## src/rtl/timebase_pkg.sv

```systemverilog
// timebase_pkg: clock constants and the XAPP052 XNOR LFSR tap table (widths 3..64)
package timebase_pkg;
    localparam int CLK_HZ = 100_000_000;
    localparam int PIX_HZ = 25_000_000;

    function automatic logic [63:0] tap_bit(input int n);
        return n > 0 ? 64'd1 << (n - 1) : 64'd0;
    endfunction

    function automatic logic [63:0] t4(input int a, input int b, input int c, input int d);
        return tap_bit(a) | tap_bit(b) | tap_bit(c) | tap_bit(d);
    endfunction

    // Bit n-1 of the mask is set when state bit n is a feedback tap.
    function automatic logic [63:0] lfsr_taps(input int width);
        case (width)
            3:  return t4(3, 2, 0, 0);
            4:  return t4(4, 3, 0, 0);
            5:  return t4(5, 3, 0, 0);
            6:  return t4(6, 5, 0, 0);
            7:  return t4(7, 6, 0, 0);
            8:  return t4(8, 6, 5, 4);
            9:  return t4(9, 5, 0, 0);
            10: return t4(10, 7, 0, 0);
            11: return t4(11, 9, 0, 0);
            12: return t4(12, 6, 4, 1);
            13: return t4(13, 4, 3, 1);
            14: return t4(14, 5, 3, 1);
            15: return t4(15, 14, 0, 0);
            16: return t4(16, 15, 13, 4);
            17: return t4(17, 14, 0, 0);
            18: return t4(18, 11, 0, 0);
            19: return t4(19, 6, 2, 1);
            20: return t4(20, 17, 0, 0);
            21: return t4(21, 19, 0, 0);
            22: return t4(22, 21, 0, 0);
            23: return t4(23, 18, 0, 0);
            24: return t4(24, 23, 22, 17);
            25: return t4(25, 22, 0, 0);
            26: return t4(26, 6, 2, 1);
            27: return t4(27, 5, 2, 1);
            28: return t4(28, 25, 0, 0);
            29: return t4(29, 27, 0, 0);
            30: return t4(30, 6, 4, 1);
            31: return t4(31, 28, 0, 0);
            32: return t4(32, 22, 2, 1);
            33: return t4(33, 20, 0, 0);
            34: return t4(34, 27, 2, 1);
            35: return t4(35, 33, 0, 0);
            36: return t4(36, 25, 0, 0);
            37: return t4(37, 5, 4, 3) | t4(2, 1, 0, 0);
            38: return t4(38, 6, 5, 1);
            39: return t4(39, 35, 0, 0);
            40: return t4(40, 38, 21, 19);
            41: return t4(41, 38, 0, 0);
            42: return t4(42, 41, 20, 19);
            43: return t4(43, 42, 38, 37);
            44: return t4(44, 43, 18, 17);
            45: return t4(45, 44, 42, 41);
            46: return t4(46, 45, 26, 25);
            47: return t4(47, 42, 0, 0);
            48: return t4(48, 47, 21, 20);
            49: return t4(49, 40, 0, 0);
            50: return t4(50, 49, 24, 23);
            51: return t4(51, 50, 36, 35);
            52: return t4(52, 49, 0, 0);
            53: return t4(53, 52, 38, 37);
            54: return t4(54, 53, 18, 17);
            55: return t4(55, 31, 0, 0);
            56: return t4(56, 55, 35, 34);
            57: return t4(57, 50, 0, 0);
            58: return t4(58, 39, 0, 0);
            59: return t4(59, 58, 38, 37);
            60: return t4(60, 59, 0, 0);
            61: return t4(61, 60, 46, 45);
            62: return t4(62, 61, 6, 5);
            63: return t4(63, 62, 0, 0);
            64: return t4(64, 63, 61, 60);
            default: return 64'd0;
        endcase
    endfunction
endpackage

```

## src/rtl/timebase_rng_lfsr_core.sv

```systemverilog
// lfsr_core: Fibonacci XNOR LFSR, state [NUM_BITS:1]; seed load beats step, all-ones is lockup.
module lfsr_core import timebase_pkg::*; #(
    parameter int NUM_BITS = 49
) (
    input  logic                in_clk,
    input  logic                reset,
    input  logic                en,
    input  logic                seed_dv,
    input  logic [NUM_BITS-1:0] seed_data,
    output logic [NUM_BITS-1:0] data,
    output logic                done
);
    localparam logic [63:0] TAP_MASK = lfsr_taps(NUM_BITS);
    logic [NUM_BITS:1] state;
    logic fb;
    assign fb = ~^(state & TAP_MASK[NUM_BITS-1:0]);
    always_ff @(posedge in_clk)
        state <= !reset ? '0 : seed_dv ? seed_data : en ? {state[NUM_BITS-1:1], fb} : state;
    assign data = state;
    assign done = state == seed_data;
endmodule

```

## src/rtl/timebase_rng.sv

```systemverilog
// timebase_rng: pixel strobe, programmable slow divider and LFSR source on one clock.
// Define TIMEBASE_LFSR_EN to build the LFSR; otherwise lfsr_data/lfsr_done tie to 0.
module timebase_rng import timebase_pkg::*; #(
    parameter int PIX_DIV    = CLK_HZ / PIX_HZ,
    parameter int DIV_NUMBER = 50_000_000,
    parameter int NUM_BITS   = 49
) (
    input  logic                in_clk,
    input  logic                reset,
    input  logic                lfsr_en,
    input  logic                seed_dv,
    input  logic [NUM_BITS-1:0] seed_data,
    output logic                pix_clk,
    output logic                pix_tick,
    output logic                div_clk,
    output logic                div_tick,
    output logic [NUM_BITS-1:0] lfsr_data,
    output logic                lfsr_done
);
    localparam int PW = $clog2(PIX_DIV);
    localparam int DW = $clog2(DIV_NUMBER) + 1;
    logic [PW-1:0] pcnt;
    logic [DW-1:0] dcnt;
    logic dwrap;
    assign dwrap = dcnt == DW'(DIV_NUMBER - 1);
    always_ff @(posedge in_clk) begin
        if (!reset) begin
            pcnt     <= '0;
            dcnt     <= '0;
            div_clk  <= 1'b0;
            div_tick <= 1'b0;
        end else begin
            pcnt     <= pcnt == PW'(PIX_DIV - 1) ? '0 : pcnt + 1'b1;
            dcnt     <= dwrap ? '0 : dcnt + 1'b1;
            div_clk  <= div_clk ^ dwrap;
            div_tick <= dwrap;
        end
    end
    assign pix_clk  = pcnt >= PW'(PIX_DIV / 2);
    assign pix_tick = pcnt == PW'(PIX_DIV - 1);
`ifdef TIMEBASE_LFSR_EN
    lfsr_core #(.NUM_BITS(NUM_BITS)) u_lfsr (
        .in_clk    (in_clk),
        .reset     (reset),
        .en        (lfsr_en),
        .seed_dv   (seed_dv),
        .seed_data (seed_data),
        .data      (lfsr_data),
        .done      (lfsr_done)
    );
`else
    logic unused_lfsr;
    assign unused_lfsr = ^{lfsr_en, seed_dv, seed_data};
    assign lfsr_data   = '0;
    assign lfsr_done   = 1'b0;
`endif
endmodule

```

## config.mk

```make
export PLATFORM = sky130hd
export DESIGN_NAME = timebase_rng
export DESIGN_NICKNAME = d
export VERILOG_FILES = /design/src/rtl/timebase_pkg.sv /design/src/rtl/timebase_rng_lfsr_core.sv /design/src/rtl/timebase_rng.sv
export SDC_FILE = /design/constraint.sdc
export NUM_CORES = 1
export LEC_CHECK = 0
export CAP_MARGIN = 20
export CORE_AREA = 4 4 92 94
export CTS_CLUSTER_DIAMETER = 30
export DETAILED_ROUTE_END_ITERATION = 8
export DIE_AREA = 0 0 96 98
export GPL_TIMING_DRIVEN = 0
export MAX_ROUTING_LAYER = met4
export PLACE_DENSITY_LB_ADDON = 0.1
export SLEW_MARGIN = 20
export SYNTH_ARGS = -nofsm -noshare
export SYNTH_HDL_FRONTEND = slang
export SYNTH_HIERARCHICAL = 1
export SYNTH_SLANG_ARGS = --single-unit
```

## constraint.sdc

```tcl
create_clock -name in_clk -period 2.6 [get_ports in_clk]
set_input_delay 0.26 -clock in_clk [delete_from_list [all_inputs] [get_ports in_clk]]
set_output_delay 0.26 -clock in_clk [all_outputs]
set_load 0.01 [all_outputs]
```

### After elaboration in Yosys (flattened, before gate mapping)

Cells that the tools add are included.

* order comparisons: 1
* reductions and logical operators: 2
* $mul: 0
* multiplexer cells: 0
* shifts and indexed selects: 0
* bitwise gates (word level): 2
* div/mod/pow operators: 0
* equality and inequality tests: 2
* $add $sub $neg: 2

Operators by type and width (number)
* adder 27 x 1 -> 27 bit, second input constant: 1
* == test 27 x 26 -> 1 bit, second input constant: 1
* OR reduction 2 bit: 2
* adder 2 x 1 -> 2 bit, second input constant: 1
* == test 2 bit, second input constant: 1
* greater-or-equal comparator 2 bit, second input constant: 1
* NOT 1 bit: 1
* XOR 1 bit: 1

* flip-flop bits (word level): 31
* memory bits (writable): 0
* word-level logic and storage cells: 13
* memories: 0
* input bits: 53
* bits in read-only memories: 0
* bits in latches: 0
* output and inout port bits: 54

### Longest topological paths before layout

* word-level depth: 2
* gate-level depth with buffers: 6
* gate-level depth less buffers: 5

### Least setup slack after synthesis

Ideal clock, no wire load.

* path type: register -> register
* start point: register dcnt[0]
* end point: register dcnt[26]
* arrival: 1846 ps
* path slack: 684 ps
* required time: 2530 ps
* buffers on the path: 1
* clock period less this slack: 1916 ps
* setup time: 70 ps
* stages on the path, launching flop included: 7
* cells stage by stage: dfxtp_1 ha_1 nand4_2 or3_1 buf_2 or4_1 a21oi_1

* cells in the longest elaborated chain, start to end: 2
* elaborated cells on any way between the ends: 3
* classes of those cells: 1 x add/sub; 1 x eq/ne; 1 x reduce/logical

Ends and longest elaborated chain
* start, declared: RTL line timebase_rng.sv:23 `logic [DW-1:0] dcnt;`
* start signal, assigned: RTL line timebase_rng.sv:34 `dcnt <= dwrap ? '0 : dcnt + 1'b1;`
* parallel branches: the longest is 2 deep, another holds adder 27 x 1 -> 27 bit

Parallel ways; which one is timed is not known.
A chain may end at the register's enable or synchronous reset.

### Final worst setup path

* start point: register dcnt[0]
* end point: register dcnt[9]

Same word-level chain as after synthesis.

==> summary by stage <==
Die
Row generation in the floorplan step produced 32 rows. The number of top-level pins is 107. The core area is 7650 sq um. In this run the vertical extent of the chip is 98 microns. The floorplan step defined a die boundary enclosing 9410 sq um. The floorplan step set the die width to 96 microns.

For this configuration, the core starts out at a cell density of 0.244.

Global route
Summed over all layers, the global routing overflow is 0. The number of antenna violations at the first check in global routing is 0. The via count of the first global-routing pass was 1352. The first global-routing pass estimated 6.62 mm of wire. Entering global routing, the biggest net connects 11 pins.

The overall routing resource usage is 0.0899.

Worst hold path
In this run the worst hold path is classified as flip-flop to flip-flop. The number of cells on the worst hold path is 1.

Setup path
The required arrival time at the worst endpoint is 2.75 ns. The critical path is of the flip-flop to flip-flop type. The critical path ends at dcnt[9]$_SDFF_PP0_. In this run the critical register-to-register path is captured at dcnt[9]$_SDFF_PP0_. The worst setup path is launched from a flip-flop.

The setup check on the worst reg-to-reg path leaves a slack of between 0.4 and 0.5 ns. The endpoint type of the worst setup path is a flip-flop. The start of the worst register-to-register path is dcnt[0]$_SDFF_PP0_. The signal arrival time at the worst endpoint is 2.32 ns. The number of cells on the worst reg-to-reg path is 6. The critical path starts at dcnt[0]$_SDFF_PP0_. In this run the worst path has a maximum fanout of 10.

Yosys
The number of instances in the synthesized netlist is 223. For this run, the number of Yosys warnings is 6. The most area-hungry cell type in the Yosys netlist is sky130_fd_sc_hd__dfxtp_1. The number of different library cells in the post-synthesis netlist is 38. Of the synthesized area, sequential elements account for 0.332. In this run the mean area of a mapped cell was 8.38 sq um.

Counting flops and latches in the post-synthesis netlist gives 31. The proportion of netlist area held by the largest area contributor is 0.332. The mapped netlist covers 1870 sq um. By area the synthesized netlist is led by sky130_fd_sc_hd__dfxtp_1 (33%), sky130_fd_sc_hd__buf_4 (20%), sky130_fd_sc_hd__xnor2_1 (3.8%).

STA
The final worst-path cycle share is 0.833. The total count of hold-check failures in the final report is 0. The smallest clock period supported by the final layout is computed as 2.17 ns. The worst-margin pin slew is 0.517 ns. The sum of negative setup slack is 0 ns. Headroom to the max-slew limit came out at 0.655. The setup violation total in the final timing report is 0. Setup repair after global routing left no endpoint under its margin.

The max-slew violation count is 0. The post-route clock skew is around 0.008 ns. Static timing analysis puts the maximum clock frequency at 462 MHz.

Final layout
In the final layout, the multi-input gates occupy 1010 sq um. The ratio of cells with drive above 1 in the final layout is 0.235. In the layout the commonest cells are sky130_fd_sc_hd__buf_4 (50), sky130_fd_sc_hd__conb_1 (50), sky130_fd_sc_hd__dfxtp_1 (31), sky130_fd_sc_hd__nor2_1 (18), sky130_fd_sc_hd__a21oi_1 (12).

0 antenna diodes ended up in the layout. The area growth from synthesis to final layout is 23.9%. The layout has 825 filler cells. Registers take 621 sq um. At the end of the flow, the number of nets in the layout was 340.

Placed design
The port buffer count is 5. Summed over all nets, the half-perimeter wirelength after detailed placement is 2.94 mm. The congestion estimate from routability-driven global placement came to 0.737.

Clocking
The TritonCTS clock tree is done. The number of buffers inserted during clock tree synthesis is 5. The number of setup buffers added after CTS is 0.

Hold repair after CTS inserted 0 buffers. The clock transition at the registers of the reported paths is 0.06 ns. The root buffer cell chosen for the clock tree is sky130_fd_sc_hd__clkbuf_8. The maximum buffer depth of the clock tree is 2. At the later pin of the worst-skew pair, clock insertion delay measures around 0.28 ns.

Post-CTS repair changed the size of 0 cells. The number of sinks on the clock net is 31. The number of levels in the clock H-tree is 2.

Detailed routing
The count of antenna-violating nets left after detailed routing is 0. For this block, the routed nets add up to 3.90 mm of wire. For this run, design rule violations remaining after detail routing come to 0.

The detailed-router iteration count before antenna repair is 4. In the final routed layout, each cell accounts on average for 10.1 microns. The vias after detailed routing is 1536. The DRC marker count from the first detailed-route iteration is 63. The detail-routed via count per cell is 3.97.

Power and ir drop
The overall power consumption is between 0.9 and 1 mW. The areal power density over the cells is 426 nW/um^2. IR analysis of the VDD net gives a maximum drop of 0.192 mV. Summed over all cells, the static leakage comes to approximately 0.96 nW.

Run
The number of max-cap violations is 0.

Run status
The flow ran to the end, and the final reports show no timing, DRC or antenna violations.
worst min-delay path by stage:
stage                                  start                 end
after floorplan                        reset  pcnt[1]$_SDFF_PP0_
after global placement    pcnt[0]$_SDFF_PP0_  pcnt[0]$_SDFF_PP0_
after CTS                 pcnt[0]$_SDFF_PP0_  pcnt[0]$_SDFF_PP0_
final                     pcnt[0]$_SDFF_PP0_  pcnt[0]$_SDFF_PP0_
after global routing      pcnt[0]$_SDFF_PP0_  pcnt[0]$_SDFF_PP0_
after detailed placement  pcnt[0]$_SDFF_PP0_  pcnt[0]$_SDFF_PP0_
logic make-up after synthesis:
kind of cell             share of synthesized area
adder cells (fa/ha/maj)                     0.0201
buffers and inverters                        0.230
flip-flops                                   0.332
AO/OA/AOI/OAI                               0.0871
other                                      0.00201
XOR/XNOR                                    0.0516
AND/OR/NAND/NOR                              0.277
state kept, by name, indices dropped and copies added (netlist names):
register and flops:
div_tick 1, dcnt 27, pcnt 2, div_clk 1
layout make-up:
class,count,area share
sequential,31,0.268
timing repair buffer,5,0.0216
clock buffer,7,0.0330
multi-input combinational,179,0.435
tap,102,0.0551
inverter,6,0.00973
buffer,56,0.176
clock inverter,1,0.00216
layer usage:
metal	share of wire	up-vias	global-route usage
met1	0.47	677	0.117
met2	0.47	35	0.136
met5	0	-	-
met4	0.0097	0	0.0230
met3	0.051	8	0.0254
li1	-	816	-
metrics by stage:
step / instances / utilization / area [sq um] / setup slack, ns / hold slack [ns]
CTS: 387 / 0.302 / 2310 / 0.186 / 0.453
finish: 387 / 0.303 / 2310 / 0.434 / 0.451
global route: 387 / 0.303 / 2310 / 0.173 / 0.463
detailed placement: 379 / 0.292 / 2230 / 0.203 / 0.439
global placement: 379 / 0.292 / 2230 / 0.214 / 0.434
floorplan: 272 / - / 2050 / 0.684 / 0.410
critical path, cell delays in order (launching register included):
cell                       delay [ns]
sky130_fd_sc_hd__dfxtp_1         0.38
sky130_fd_sc_hd__ha_1            0.26
sky130_fd_sc_hd__and4_2          0.30
sky130_fd_sc_hd__nand4_1         0.18
sky130_fd_sc_hd__o21ai_2         0.36
sky130_fd_sc_hd__clkbuf_1        0.46
sky130_fd_sc_hd__nor2_1          0.10
synthesized netlist by cell type, drive strengths merged:
cell type   n
buf        52
dfxtp      31
nor2       18
a21oi      13
nand2      11
nand4      11
or4        10
xnor2       8
nand3       7
o21ai       7
o31ai       7
or3         7
inv         6
nor3        5
nor4        5
clkbuf      4
and4        3
ha          3
xor2        3
nand2b      2
or2         2
a31oi       1
and2        1
and3        1
conb        1
nand4b      1
nor3b       1
nor4b       1
nor4bb      1
where the power goes:
group / internal [mW] / switching (mW) / total, mW
registers: 0.483 / 0.00695 / 0.490
logic: 0.0677 / 0.0640 / 0.132
clock network: 0.188 / 0.176 / 0.364
total: 0.738 / 0.247 / 0.985
No activity file was read; power rests on OpenSTA's default activity.
